$ cat src/rtl/pulse_gen_pkg.sv
// Shared definitions for the multi-channel pulse generator.
//   state_t          : per-channel FSM states
//   ADDR_*           : cfg_addr register map
//   MODE_CONT/ONESHOT: value of MODE bit0
package pulse_gen_pkg;

  typedef enum logic [1:0] {
    ST_IDLE  = 2'd0,
    ST_DELAY = 2'd1,
    ST_HIGH  = 2'd2,
    ST_LOW   = 2'd3
  } state_t;

  localparam logic [1:0] ADDR_PERIOD = 2'd0;
  localparam logic [1:0] ADDR_WIDTH  = 2'd1;
  localparam logic [1:0] ADDR_DELAY  = 2'd2;
  localparam logic [1:0] ADDR_MODE   = 2'd3;

  localparam logic MODE_CONT    = 1'b0;
  localparam logic MODE_ONESHOT = 1'b1;

endpackage

$ cat src/rtl/pulse_gen_chan.sv
// One pulse channel: four config registers, shadow copies, FSM and counter.
// Ports:
//   clk, rst        : clock, synchronous active-high reset
//   en              : channel enable, low forces IDLE on the next edge
//   trig            : one-shot start request (level, sampled in IDLE only)
//   wr_en           : write strobe for this channel's config registers
//   wr_addr/wr_data : register select and write data
//   pulse           : registered, high exactly while the FSM is in HIGH
//   busy            : registered, high whenever the FSM is not IDLE
module pulse_gen_chan
  import pulse_gen_pkg::*;
#(
  parameter int CNT_W      = 16,
  parameter int DEF_PERIOD = 8,
  parameter int DEF_WIDTH  = 2
) (
  input  logic             clk,
  input  logic             rst,
  input  logic             en,
  input  logic             trig,
  input  logic             wr_en,
  input  logic [1:0]       wr_addr,
  input  logic [CNT_W-1:0] wr_data,
  output logic             pulse,
  output logic             busy
);

  localparam logic [CNT_W-1:0] ONE = CNT_W'(1);

  // Config registers (written any time) and shadows (used by the FSM)
  logic [CNT_W-1:0] period_q, period_d;
  logic [CNT_W-1:0] width_q, width_d;
  logic [CNT_W-1:0] delay_q, delay_d;
  logic             mode_q, mode_d;
  logic [CNT_W-1:0] sh_period_q, sh_period_d;
  logic [CNT_W-1:0] sh_width_q, sh_width_d;
  logic             sh_mode_q, sh_mode_d;

  state_t           state_q, state_d;
  logic [CNT_W-1:0] cnt_q, cnt_d;
  logic             pulse_q, pulse_d;
  logic             busy_q, busy_d;

  logic             start_period;
  logic             boundary;
  logic [CNT_W-1:0] new_period;
  logic [CNT_W-1:0] new_width;

  always_comb begin
    period_d = period_q;
    width_d  = width_q;
    delay_d  = delay_q;
    mode_d   = mode_q;
    if (wr_en) begin
      case (wr_addr)
        ADDR_PERIOD: period_d = wr_data;
        ADDR_WIDTH:  width_d  = wr_data;
        ADDR_DELAY:  delay_d  = wr_data;
        default:     mode_d   = wr_data[0];
      endcase
    end
  end

  // Next-state logic. Shadows always load from the *current* register
  // values, so a write landing on the same edge as a load only takes
  // effect at the following boundary.
  always_comb begin
    state_d      = state_q;
    cnt_d        = cnt_q;
    sh_period_d  = sh_period_q;
    sh_width_d   = sh_width_q;
    sh_mode_d    = sh_mode_q;
    start_period = 1'b0;
    boundary     = 1'b0;
    new_period   = sh_period_q;
    new_width    = sh_width_q;

    case (state_q)
      ST_IDLE: begin
        if (en && (period_q != '0) && ((mode_q == MODE_CONT) || trig)) begin
          sh_period_d = period_q;
          sh_width_d  = width_q;
          sh_mode_d   = mode_q;
          if (delay_q != '0) begin
            state_d = ST_DELAY;
            cnt_d   = delay_q - ONE;
          end else begin
            start_period = 1'b1;
            new_period   = period_q;
            new_width    = width_q;
          end
        end
      end
      ST_DELAY: begin
        if (cnt_q != '0) cnt_d = cnt_q - ONE;
        else             start_period = 1'b1;
      end
      ST_HIGH: begin
        if (cnt_q != '0) begin
          cnt_d = cnt_q - ONE;
        end else if (sh_width_q >= sh_period_q) begin
          // The whole period was HIGH: no LOW phase at all
          if (sh_mode_q == MODE_ONESHOT) state_d = ST_IDLE;
          else                           boundary = 1'b1;
        end else begin
          state_d = ST_LOW;
          cnt_d   = sh_period_q - sh_width_q - ONE;
        end
      end
      default: begin // ST_LOW
        if (cnt_q != '0)                    cnt_d = cnt_q - ONE;
        else if (sh_mode_q == MODE_ONESHOT) state_d = ST_IDLE;
        else                                boundary = 1'b1;
      end
    endcase

    // Period boundary in continuous mode: pick up fresh configuration
    if (boundary) begin
      sh_period_d = period_q;
      sh_width_d  = width_q;
      sh_mode_d   = mode_q;
      new_period  = period_q;
      new_width   = width_q;
      if (period_q == '0) state_d = ST_IDLE;
      else                start_period = 1'b1;
    end

    // First phase of a period; WIDTH=0 skips HIGH and spends it all in LOW
    if (start_period) begin
      if (new_width == '0) begin
        state_d = ST_LOW;
        cnt_d   = new_period - ONE;
      end else begin
        state_d = ST_HIGH;
        cnt_d   = ((new_width < new_period) ? new_width : new_period) - ONE;
      end
    end

    if (!en) state_d = ST_IDLE;
    if (state_d == ST_IDLE) cnt_d = '0;

    // Outputs are registered from the next state so they line up with state_q
    pulse_d = (state_d == ST_HIGH);
    busy_d  = (state_d != ST_IDLE);
  end

  always_ff @(posedge clk) begin
    if (rst) begin
      period_q    <= CNT_W'(DEF_PERIOD);
      width_q     <= CNT_W'(DEF_WIDTH);
      delay_q     <= '0;
      mode_q      <= MODE_CONT;
      sh_period_q <= CNT_W'(DEF_PERIOD);
      sh_width_q  <= CNT_W'(DEF_WIDTH);
      sh_mode_q   <= MODE_CONT;
      state_q     <= ST_IDLE;
      cnt_q       <= '0;
      pulse_q     <= 1'b0;
      busy_q      <= 1'b0;
    end else begin
      period_q    <= period_d;
      width_q     <= width_d;
      delay_q     <= delay_d;
      mode_q      <= mode_d;
      sh_period_q <= sh_period_d;
      sh_width_q  <= sh_width_d;
      sh_mode_q   <= sh_mode_d;
      state_q     <= state_d;
      cnt_q       <= cnt_d;
      pulse_q     <= pulse_d;
      busy_q      <= busy_d;
    end
  end

  assign pulse = pulse_q;
  assign busy  = busy_q;

endmodule

$ cat src/rtl/pulse_gen_multi.sv
// Multi-channel runtime-programmable pulse generator.
// Ports:
//   clk, rst          : clock, synchronous active-high reset
//   en[NUM_CH]        : per-channel enable
//   trig[NUM_CH]      : per-channel one-shot start
//   cfg_we            : config write strobe
//   cfg_ch            : target channel (codes >= NUM_CH are ignored)
//   cfg_addr          : 0 PERIOD, 1 WIDTH, 2 DELAY, 3 MODE
//   cfg_data          : write data
//   pulse[NUM_CH]     : registered pulse outputs
//   busy[NUM_CH]      : channel not IDLE
module pulse_gen_multi
  import pulse_gen_pkg::*;
#(
  parameter int  NUM_CH     = 4,
  parameter int  CNT_W      = 16,
  parameter int  DEF_PERIOD = 8,
  parameter int  DEF_WIDTH  = 2,
  localparam int CH_W       = (NUM_CH > 1) ? $clog2(NUM_CH) : 1
) (
  input  logic              clk,
  input  logic              rst,
  input  logic [NUM_CH-1:0] en,
  input  logic [NUM_CH-1:0] trig,
  input  logic              cfg_we,
  input  logic [CH_W-1:0]   cfg_ch,
  input  logic [1:0]        cfg_addr,
  input  logic [CNT_W-1:0]  cfg_data,
  output logic [NUM_CH-1:0] pulse,
  output logic [NUM_CH-1:0] busy
);

  logic [NUM_CH-1:0] wr_en;

  generate
    for (genvar gi = 0; gi < NUM_CH; gi++) begin : g_ch
      // Full-width compare: out-of-range channel codes match no instance
      assign wr_en[gi] = cfg_we && (cfg_ch == CH_W'(gi));

      pulse_gen_chan #(
        .CNT_W      (CNT_W),
        .DEF_PERIOD (DEF_PERIOD),
        .DEF_WIDTH  (DEF_WIDTH)
      ) u_chan (
        .clk     (clk),
        .rst     (rst),
        .en      (en[gi]),
        .trig    (trig[gi]),
        .wr_en   (wr_en[gi]),
        .wr_addr (cfg_addr),
        .wr_data (cfg_data),
        .pulse   (pulse[gi]),
        .busy    (busy[gi])
      );
    end
  endgenerate

endmodule

$ cat config.mk
export PLATFORM = sky130hd
export DESIGN_NAME = pulse_gen_multi
export DESIGN_NICKNAME = d
export VERILOG_FILES = /design/src/rtl/pulse_gen_pkg.sv /design/src/rtl/pulse_gen_chan.sv /design/src/rtl/pulse_gen_multi.sv
export SDC_FILE = /design/constraint.sdc
export NUM_CORES = 2
export LEC_CHECK = 0
export ABC_AREA = 1
export BUFFER_PORTS_ARGS = -buffer_cell sky130_fd_sc_hd__buf_2
export CORE_ASPECT_RATIO = 0.7
export CORE_MARGIN = 2
export CORE_UTILIZATION = 45
export CTS_CLUSTER_SIZE = 24
export DETAILED_ROUTE_END_ITERATION = 7
export PLACE_DENSITY_LB_ADDON = 0.12
export SLEW_MARGIN = 20
export SYNTH_ARGS = -nofsm -noshare
export SYNTH_HDL_FRONTEND = slang
export SYNTH_SLANG_ARGS = --single-unit
$ cat constraint.sdc
create_clock -name clk -period 13 [get_ports clk]
set_input_delay 1.95 -clock clk [delete_from_list [all_inputs] [get_ports clk]]
set_output_delay 1.95 -clock clk [all_outputs]
set_load 0.1 [all_outputs]
==> Flow_metrics.wiki <==
{| class="wikitable"
! Metric !! Value
|-
| Status || complete, no violations
|-
| Top-Level Pins || 39
|-
| Floorplan core area || 65,100 um2
|-
| R2r worst-path depth || 24
|-
| Critical path capture point type || register
|-
| Resize count post-CTS || 0
|-
| Antenna violations before repair || 8
|-
| Min Hold Slack || 0.476 ns
|-
| Biggest fanout along the worst timing path || 60
|-
| Slew headroom || 28.7%
|-
| Synthesis-stage register bit count || 408
|-
| Largest net degree at the start of global routing || 150
|-
| Sink Count || 408
|-
| Top cell type by total area after synthesis || sky130_fd_sc_hd__dfxtp_1
|-
| Clock tree from TritonCTS || yes
|-
| Layout cells sized above 1 || 6.27%
|-
| Worst reg2reg startpoint || g_ch[1].u_chan.state_q[0]$_SDFF_PP0_
|-
| Average vias per placed instance || 5.44
|-
| Overall power || 0.00690 W
|-
| Clock skew after layout || 0.0213 ns
|-
| Vias post-DR || 29,717
|-
| Signed area change from the synthesized netlist to the final layout || 7.62%
|-
| Largest cells by area after synthesis || sky130_fd_sc_hd__dfxtp_1 27%, sky130_fd_sc_hd__nand2_1 11%, sky130_fd_sc_hd__nor2_1 8.5%
|-
| Port Buffers || 38
|-
| Hold-fix buffers, CTS || 0
|-
| DR pass1 iterations || 6
|-
| Shortest clock period the worst path allows after layout || 6.10 ns
|-
| TNS Setup || 0 ns
|-
| Unrepaired setup endpoints after global routing || false
|-
| Synthesized instance count || 4,623
|-
| Horizontal die dimension || 311 um
|-
| Destination of the worst register-to-register timing path || g_ch[1].u_chan.cnt_q[8]$_SDFFE_PP0P_
|-
| Net count after synthesis || 4,846
|-
| Average instance area after synthesis || 6.44 um2
|-
| Hpwl dp || 75,100 um
|-
| Post-route DRC violation count || 0
|-
| Hold Crit Depth || 2
|-
| Sum of routed wire length over all layers || 99,400 um
|-
| CTS Root Buffer Type || sky130_fd_sc_hd__clkbuf_16
|-
| Iter 0 DRT Violations || 2,889
|-
| Per-cell routed wire length || 18.2 um
|-
| Number of H-tree branching levels || 2
|-
| Required time reported for the critical path endpoint || 13.47 ns
|-
| Rows || 78
|-
| Number of buffers inserted by post-CTS setup repair || 0
|-
| Actual slew at the worst max-slew pin || 1.06 ns
|-
| Fraction of registers with async set or reset after synthesis || 0%
|-
| Share of the yosys chip area belonging to registers || 27.5%
|-
| Distinct cell type count after synthesis || 73
|-
| Register-to-register setup slack || 6.97 ns
|-
| Remaining Overflow, GRT || 0
|-
| Post-CTS clock slew at the launch and capture registers of the worst setup and hold paths || 0.07 ns
|-
| Final cycle utilization of the critical path || 46.9%
|-
| Maximum buffer depth of the clock tree || 3
|-
| Classification of the worst setup path || in2reg
|-
| Leak || 15.2 nW
|-
| Critical Path Source Type || input port
|-
| Type of the most critical hold path || reg2reg
|-
| Beginning of the critical path || trig[1]
|-
| # Max-Cap Violations || 0
|-
| Die Footprint || 68,200 um2
|-
| Die Y-Extent || 219 um
|-
| Mapped Area || 29,800 um2
|-
| Synth top area share || 27.5%
|-
| FMAX || 0.164 GHz
|-
| Pwr/cell area || 216 nW/um2
|-
| Hold Vio Cnt, Final || 0
|-
| GRT Util Overall || 28.5%
|-
| EDFF count, synth || 0
|-
| Via count of the first global-routing pass || 26,561
|-
| Wire length of the first global-routing pass || 155,000 um
|-
| Remaining number of nets flagged by the antenna check after routing || 0
|-
| Effective utilization at floorplan || 45.7%
|-
| Max VDD drop || 101 uV
|-
| Data arrival at the endpoint of the critical path || 6.57 ns
|-
| Most used flip-flop cell after synthesis || sky130_fd_sc_hd__dfxtp_1
|-
| Number of nets at the end of the flow || 4,770
|-
| Highest-count cells in the layout ignoring fill and taps || 906 x sky130_fd_sc_hd__nand2_1, 671 x sky130_fd_sc_hd__nor2_1, 543 x sky130_fd_sc_hd__inv_1
|-
| Leading cell type in the layout, fill and taps excluded || sky130_fd_sc_hd__nand2_1
|-
| Clock latency reported for the late side of the worst-skew pair || 0.60 ns
|-
| Critical path capture point || g_ch[1].u_chan.cnt_q[8]$_SDFFE_PP0P_
|-
| Yosys warning total || 0
|-
| Final setup violation count || 0
|-
| Final weighted congestion of routability-driven global placement || 1.00
|-
| TritonCTS buffer count || 44
|-
| Number of max-slew violations in the final report || 0
|}
-- through the flow --
step           setup slack [ns]  util [%]  std cells  instance area [um2]
2_1_floorplan              7.41         -       4623                29800
3_3_place_gp               6.48      46.6       5381                30300
3_5_place_dp               6.40      46.6       5381                30300
4_1_cts                    7.01      49.2       5461                32000
5_1_grt                    6.19      49.2       5461                32000
6_report                   6.90      49.2       5464                32000
-- critical path, cell delays in order --
cell	delay (ns)
sky130_fd_sc_hd__buf_2	0.10
sky130_fd_sc_hd__inv_1	0.04
sky130_fd_sc_hd__nand2_1	0.06
sky130_fd_sc_hd__nand3_1	0.17
sky130_fd_sc_hd__nor2_1	0.07
sky130_fd_sc_hd__nand2_1	0.16
sky130_fd_sc_hd__nand2_4	0.32
sky130_fd_sc_hd__o21ai_0	0.51
sky130_fd_sc_hd__ha_1	0.32
sky130_fd_sc_hd__nand2_1	0.08
sky130_fd_sc_hd__nor2_1	0.05
sky130_fd_sc_hd__a211oi_1	0.18
sky130_fd_sc_hd__o221ai_1	0.17
sky130_fd_sc_hd__nor2_2	0.62
sky130_fd_sc_hd__nand2_1	0.54
sky130_fd_sc_hd__nand2_1	0.17
sky130_fd_sc_hd__nand2_1	0.11
sky130_fd_sc_hd__ha_1	0.23
sky130_fd_sc_hd__nand3_1	0.12
sky130_fd_sc_hd__nor2_1	0.11
sky130_fd_sc_hd__nand3_1	0.11
sky130_fd_sc_hd__nand2_1	0.06
sky130_fd_sc_hd__o21ai_0	0.18
sky130_fd_sc_hd__a21oi_1	0.08
-- power by group --
| group | switching (W) | internal [W] |
|---|---|---|
| clock | 0.000578 | 0.000936 |
| combinational | 0.00272 | 0.00117 |
| sequential | 0.000114 | 0.00138 |
| total | 0.00342 | 0.00349 |
-- synthesized netlist by cell type (all sizes together), types with 12 or more instances --
cell type / count
nand3: 240
o21bai: 12
xnor2: 45
buf: 46
clkbuf: 130
nand2: 944
o211ai: 21
dfxtp: 408
nand4: 47
o21a: 80
a31oi: 12
a21oi: 402
nor2: 711
xor2: 70
ha: 188
o221ai: 15
or2: 30
clkinv: 13
nor3: 44
nand3b: 14
inv: 552
o21ai: 496
-- routing by layer --
layer  vias up  track usage (%)  wire length, um
met3       148             5.53             9390
met5         -                0               27
li1      15003                -                -
met4         6             6.96             2220
met2      1012             39.9            38500
met1     13548             43.9            49300
-- area by class of cell --
| type | count | area (um2) |
|---|---|---|
| inverters | 565 | 2130 |
| well taps | 880 | 1100 |
| flip-flops and latches | 408 | 8170 |
| repair buffers | 54 | 310 |
| diodes | 3 | 7.51 |
| clock buffers | 52 | 1190 |
| multi-input cells | 3474 | 18600 |
| clock inverters | 28 | 517 |
| fillers | 6918 | 33100 |
-- worst min path at each step --
stage	slack (ns)	end	from
floorplan	0.43	g_ch[3].u_chan.sh_mode_q$_SDFFE_PP0P_	g_ch[3].u_chan.mode_q$_SDFFE_PP0P_
global placement	0.47	g_ch[3].u_chan.mode_q$_SDFFE_PP0P_	g_ch[3].u_chan.mode_q$_SDFFE_PP0P_
detailed placement	0.47	g_ch[3].u_chan.delay_q[1]$_SDFFE_PP0P_	g_ch[3].u_chan.delay_q[1]$_SDFFE_PP0P_
CTS	0.48	g_ch[3].u_chan.delay_q[1]$_SDFFE_PP0P_	g_ch[3].u_chan.delay_q[1]$_SDFFE_PP0P_
global route	0.50	g_ch[3].u_chan.sh_width_q[15]$_SDFFE_PP0P_	g_ch[3].u_chan.sh_width_q[15]$_SDFFE_PP0P_
finish	0.48	g_ch[0].u_chan.cnt_q[1]$_SDFFE_PP0P_	g_ch[0].u_chan.cnt_q[1]$_SDFFE_PP0P_
-- sequential cells by signal (all words and copies together), names as in the netlist, 8 cells and up --
name,flops
g_ch.u_chan.sh_width_q,64
g_ch.u_chan.delay_q,64
g_ch.u_chan.period_q,64
g_ch.u_chan.width_q,64
g_ch.u_chan.state_q,8
g_ch.u_chan.cnt_q,64
g_ch.u_chan.sh_period_q,64
-- cells by family after synthesis --
kind of cell	synth area share (%)
AO/OA/AOI/OAI	21.0
multiplexers	0.101
XOR/XNOR	3.39
flip-flops	27.5
AND/OR/NAND/NOR	29.8
adder cells (fa/ha/maj)	8.17
buffers and inverters	10.1
No activity file was read; power rests on OpenSTA's default activity.
